--- config.mk ---
export PLATFORM = sky130hd
export DESIGN_NAME = minmax_stream
export DESIGN_NICKNAME = d
export VERILOG_FILES = /design/src/rtl/minmax_stream.sv
export SDC_FILE = /design/constraint.sdc
export NUM_CORES = 1
export LEC_CHECK = 0
export BUFFER_PORTS_ARGS = -buffer_cell sky130_fd_sc_hd__buf_2
export CORE_MARGIN = 5
export CORE_UTILIZATION = 59
export CTS_CLUSTER_SIZE = 8
export DETAILED_ROUTE_END_ITERATION = 8
export PLACE_DENSITY = 0.84
export RECOVER_POWER = 50
export SLEW_MARGIN = 20
export SYNTH_ARGS = -nofsm -noshare
export SYNTH_HDL_FRONTEND = slang
export SYNTH_SLANG_ARGS = --single-unit
--- constraint.sdc ---
create_clock -name clk -period 12.17 [get_ports clk]
set_input_delay 2.434 -clock clk [delete_from_list [all_inputs] [get_ports clk]]
set_output_delay 2.434 -clock clk [all_outputs]
set_load 0.02 [all_outputs]
--- src/rtl/minmax_stream.sv ---
// Streaming min/max reducer: folds NI-lane beats of a frame into running extremes
// with first-occurrence positions, and presents one result per frame over valid/ready.
module minmax_stream #(
    parameter int W        = 8,
    parameter int NI       = 4,
    parameter int MAXBEATS = 16,
    parameter int MM_CFG   = 0,
    parameter int IDXW     = $clog2(NI*MAXBEATS),
    parameter int CNTW     = $clog2(MAXBEATS+1)
) (
    input  logic            clk,
    input  logic            rst,
    input  logic            s_valid,
    output logic            s_ready,
    input  logic [NI*W-1:0] s_data,
    input  logic            s_last,
    input  logic            us_sel,
    output logic            m_valid,
    input  logic            m_ready,
    output logic [W-1:0]    m_min,
    output logic [W-1:0]    m_max,
    output logic [IDXW-1:0] m_min_idx,
    output logic [IDXW-1:0] m_max_idx,
    output logic [CNTW-1:0] m_count,
    output logic            m_trunc
);
    // state | meaning
    // ACC   | accepting beats, accumulating the current frame
    // OUT   | frame result presented, waiting for m_ready
    typedef enum logic {ACC, OUT} state_t;
    state_t state, state_nxt;

    logic [W-1:0]    lane [NI];
    logic            accept, first, counted, cmp_signed;
    logic            mode, trunc, trunc_nxt;
    logic [CNTW-1:0] beat_cnt, cnt_nxt;
    logic [W-1:0]    acc_min, acc_max, b_min, b_max, min_nxt, max_nxt;
    logic [IDXW-1:0] acc_min_idx, acc_max_idx, b_min_idx, b_max_idx, min_idx_nxt, max_idx_nxt;
    logic [W-1:0]    res_min, res_max;
    logic [IDXW-1:0] res_min_idx, res_max_idx;
    logic [CNTW-1:0] res_count;
    logic            res_trunc;

    function automatic logic lt(input logic [W-1:0] a, input logic [W-1:0] b, input logic sgn);
        if (sgn) return $signed(a) < $signed(b);
        return a < b;
    endfunction

    always_comb begin
        for (int k = 0; k < NI; k++) lane[k] = s_data[W*k +: W];
    end

    assign accept     = s_valid && s_ready;
    assign first      = (beat_cnt == '0);
    assign counted    = (beat_cnt != CNTW'(MAXBEATS));
    // the first beat compares in the mode it is about to latch
    assign cmp_signed = first ? us_sel : mode;

    // strict compares keep the lowest lane on ties
    always_comb begin : beat_tree
        int base;
        base      = int'(beat_cnt) * NI;
        b_min     = lane[0];
        b_max     = lane[0];
        b_min_idx = IDXW'(base);
        b_max_idx = IDXW'(base);
        for (int k = 1; k < NI; k++) begin
            if (lt(lane[k], b_min, cmp_signed)) begin
                b_min     = lane[k];
                b_min_idx = IDXW'(base + k);
            end
            if (lt(b_max, lane[k], cmp_signed)) begin
                b_max     = lane[k];
                b_max_idx = IDXW'(base + k);
            end
        end
    end

    always_comb begin : merge
        min_nxt     = acc_min;
        max_nxt     = acc_max;
        min_idx_nxt = acc_min_idx;
        max_idx_nxt = acc_max_idx;
        cnt_nxt     = beat_cnt;
        trunc_nxt   = trunc;
        if (first) begin
            min_nxt     = b_min;
            max_nxt     = b_max;
            min_idx_nxt = b_min_idx;
            max_idx_nxt = b_max_idx;
            cnt_nxt     = beat_cnt + CNTW'(1);
        end else if (counted) begin
            if (lt(b_min, acc_min, mode)) begin
                min_nxt     = b_min;
                min_idx_nxt = b_min_idx;
            end
            if (lt(acc_max, b_max, mode)) begin
                max_nxt     = b_max;
                max_idx_nxt = b_max_idx;
            end
            cnt_nxt = beat_cnt + CNTW'(1);
        end else begin
            trunc_nxt = 1'b1;
        end
    end

    always_ff @(posedge clk) begin
        if (rst) state <= ACC;
        else     state <= state_nxt;
    end

    always_comb begin
        state_nxt = state;
        case (state)
            ACC: if (accept && s_last) state_nxt = OUT;
            OUT: if (m_ready)          state_nxt = ACC;
            default:                   state_nxt = ACC;
        endcase
    end

    always_comb begin
        s_ready = (state == ACC) && !rst;
        m_valid = (state == OUT);
    end

    always_ff @(posedge clk) begin
        if (rst) begin
            acc_min     <= '0;
            acc_max     <= '0;
            acc_min_idx <= '0;
            acc_max_idx <= '0;
            beat_cnt    <= '0;
            trunc       <= 1'b0;
            mode        <= 1'b0;
            res_min     <= '0;
            res_max     <= '0;
            res_min_idx <= '0;
            res_max_idx <= '0;
            res_count   <= '0;
            res_trunc   <= 1'b0;
        end else begin
            if (accept) begin
                acc_min     <= min_nxt;
                acc_max     <= max_nxt;
                acc_min_idx <= min_idx_nxt;
                acc_max_idx <= max_idx_nxt;
                beat_cnt    <= cnt_nxt;
                trunc       <= trunc_nxt;
                if (first) mode <= us_sel;
                if (s_last) begin
                    res_min     <= min_nxt;
                    res_max     <= max_nxt;
                    res_min_idx <= min_idx_nxt;
                    res_max_idx <= max_idx_nxt;
                    res_count   <= cnt_nxt;
                    res_trunc   <= trunc_nxt;
                end
            end
            if (state == OUT && m_ready) begin
                beat_cnt <= '0;
                trunc    <= 1'b0;
            end
        end
    end

    assign m_min     = (MM_CFG == 2) ? '0 : res_min;
    assign m_min_idx = (MM_CFG == 2) ? '0 : res_min_idx;
    assign m_max     = (MM_CFG == 1) ? '0 : res_max;
    assign m_max_idx = (MM_CFG == 1) ? '0 : res_max_idx;
    assign m_count   = res_count;
    assign m_trunc   = res_trunc;
endmodule

==> reports/qor.csv <==
metric,value,unit
syn_nets,788,
critPathMaxFanout,18,
synthFlopType,dfxtp_1,
drv_slew,66,
clk_latency,350,ps
ys_ff_latch,70,
fin_setup_tns,0,ps
gr-total-overflow,0,
drcViolationCount,0,
power_density,162.2,nW/um^2
dieArea,11450,sq um
place_congestion,0.9163,
outcome,"complete, but fails checks",
stdcell_area,6091,sq um
cts_buffers,9,
synth_top_area_share,25.25,%
cts_tree,done,
syn2layout_area_growth,9.738,%
synth_cells,692,
clkSlewWorstSetupHoldPaths,80,ps
ctsResizeCount,0,
root_buffer,clkbuf_8,
antenna_found_initial,0,
postCtsSetupRepairBufs,0,
viasPerCell,6.110,
grt_pass1_wl,24020,um
die_width,107.0,um
hold_viol,0,
detailedPlace.worstSlack,841.9,ps
fin_crit_sh,92.15,%
wirelength,14470,um
async_reset_ff_share,0,%
tightest_slew,2487,ps
syn_area_per_cell,8.021,sq um
grt_use_total,25.64,%
ys_seq_area_share,25.25,%
diodes,0,
cp.arrival,11450,ps
drive_gt1_share,11.97,%
setup_viol,0,
synth_cell_types,67,
port_buffers,73,
power_leakage,2.818,nW
required,12410,ps
clock-sinks,70,
min_path_type,flip-flop to flip-flop,
row_count,35,
final_core_util,66.23,%
initial_core_util,60.35,%
dp_hpwl,11150,um
pin_count,74,
rsz0062_at_grt,no,
placed_cell_area,5922,sq um
violations,"max-capacitance violations, max-slew violations",
cts_hold_buf,0,
core,9196,sq um
htreeDepth,3,
grt_pass1_vias,5085,
final_nets,843,
timing.slew.headroom,-65.77,%
fin_skew,9.493,ps
cp_slowest_cell,o21ai_0,
synth_area_leaders,"dfxtp_1 (25%), ha_1 (13%), o21ai_0 (6.1%)",
min_period,11210,ps
synth_top_area_cell,dfxtp_1,
yosysWarningCount,0,
vdd_drop_max,0.08380,mV
num_vias,5273,
slowest_delay,510,ps
firstDrtPassIters,5,
end_kind,flip-flop,
die_h,107.0,um
multiInputGateArea,3750,sq um
drtIter0Drc,309,
setup_slack,955.0,ps
max_cap_violations,1,
clockBufferDepth,2,
critPathLaunchType,input port,
regArea,1401,sq um
antenna_left,0,
synth_edf_count,0,
fmax,89.17,MHz
grt_max_degree,66,
synth.cell_area,5550,sq um
wire_per_inst,16.76,um
path_class,input port to flip-flop,
power.total,0.9879,mW
num-fill-cells,806,
[final timing paths]
kind / startpoint / end / slack, ps / cells after the start
worst max-delay path: s_data[7] / acc_max[0] / 960 / 39
worst max register to register: beat_cnt[0] / acc_max[0] / 2730 / 38
worst min register to register: m_count[0] / m_count[0] / 460 / 2
worst min-delay path: m_count[0] / m_count[0] / 460 / 2
[stage by stage]
step,hold slack [ps],cells
after floorplan,438.2,692
after global placement,439.1,847
after detailed placement,453.9,847
after CTS,464.0,863
after global routing,491.1,863
final,462.9,863
[final cells by class]
class,count,share of cell area [%]
multi-input combinational,530,61.57
sequential,70,23.01
timing repair buffer,78,5.855
inverter,58,3.574
tap,111,2.280
clock buffer,9,2.034
clock inverter,7,1.684
[logic make-up after synthesis]
group,count (synthesis),synth area share (%)
adder cells (fa/ha/maj),58,13.07
XOR/XNOR,8,1.398
AND/OR/NAND/NOR,227,21.53
buffers and inverters,92,7.033
multiplexers,54,10.84
AO/OA/AOI/OAI,183,20.88
flip-flops,70,25.25
[critical path: cells and delay by family]
| kind | cells | cell delay (ps) |
|---|---|---|
| adders and majority gates | 4 | 1400 |
| buffers and inverters | 4 | 600 |
| AOI/OAI and AO/OA | 17 | 3740 |
| and+or+nand+nor | 12 | 2520 |
| muxes | 2 | 750 |
[routing by layer]
layer | up-vias | track usage (%) | wire length [um] | share of wire (%)
met3 | 31 | 3.191 | 783 | 5.4
met4 | 0 | 8.584 | 322 | 2.2
met5 | - | 0 | 0 | 0
met2 | 178 | 44.38 | 6950 | 48
met1 | 2475 | 32.99 | 6409 | 44
li1 | 2589 | - | - | -
[where the power goes]
group          switching [mW]  total (mW)  leakage [nW]  internal (mW)
Combinational           0.292       0.497          2.13          0.205
Clock                  0.0971       0.215         0.111          0.118
Sequential             0.0183       0.276         0.572          0.258
[flip-flops by register name (all words and copies together) (netlist names)]
register,flops
m_valid,1
m_min,8
acc_min_idx,6
m_min_idx,6
mode,1
trunc,1
m_count,5
m_trunc,1
acc_max,8
m_max_idx,6
acc_min,8
m_max,8
beat_cnt,5
acc_max_idx,6
[synth_stat cells, drive strengths merged (7+ instances only)]
| cell | n |
|---|---|
| o21ai | 70 |
| mux2 | 22 |
| nand2b | 9 |
| nand3 | 11 |
| and3 | 11 |
| ha | 58 |
| mux2i | 32 |
| buf | 7 |
| dfxtp | 70 |
| nor3 | 22 |
| nand2 | 42 |
| nor2 | 61 |
| a21o | 18 |
| clkbuf | 27 |
| a21oi | 40 |
| nand3b | 16 |
| nor4 | 13 |
| a211oi | 11 |
| nor2b | 16 |
| inv | 58 |
[cell usage in the layout (no fill, tap or decap), drive strengths merged, types with 4 or more instances in the layout]
cell type	count
or3	6
nor3	22
nor2b	16
dfxtp	70
clkbuf	46
mux2i	32
inv	61
nor3b	4
nand3	11
nand3b	16
nand2b	9
o21ai	70
mux2	22
buf	41
and3	11
nor2	61
o21a	4
and2	5
xor2	4
a31oi	6
a21o	18
nand2	42
xnor2	4
a211oi	11
ha	58
a21oi	40
nor4	13
o31ai	6
No activity file was read; power rests on OpenSTA's default activity.
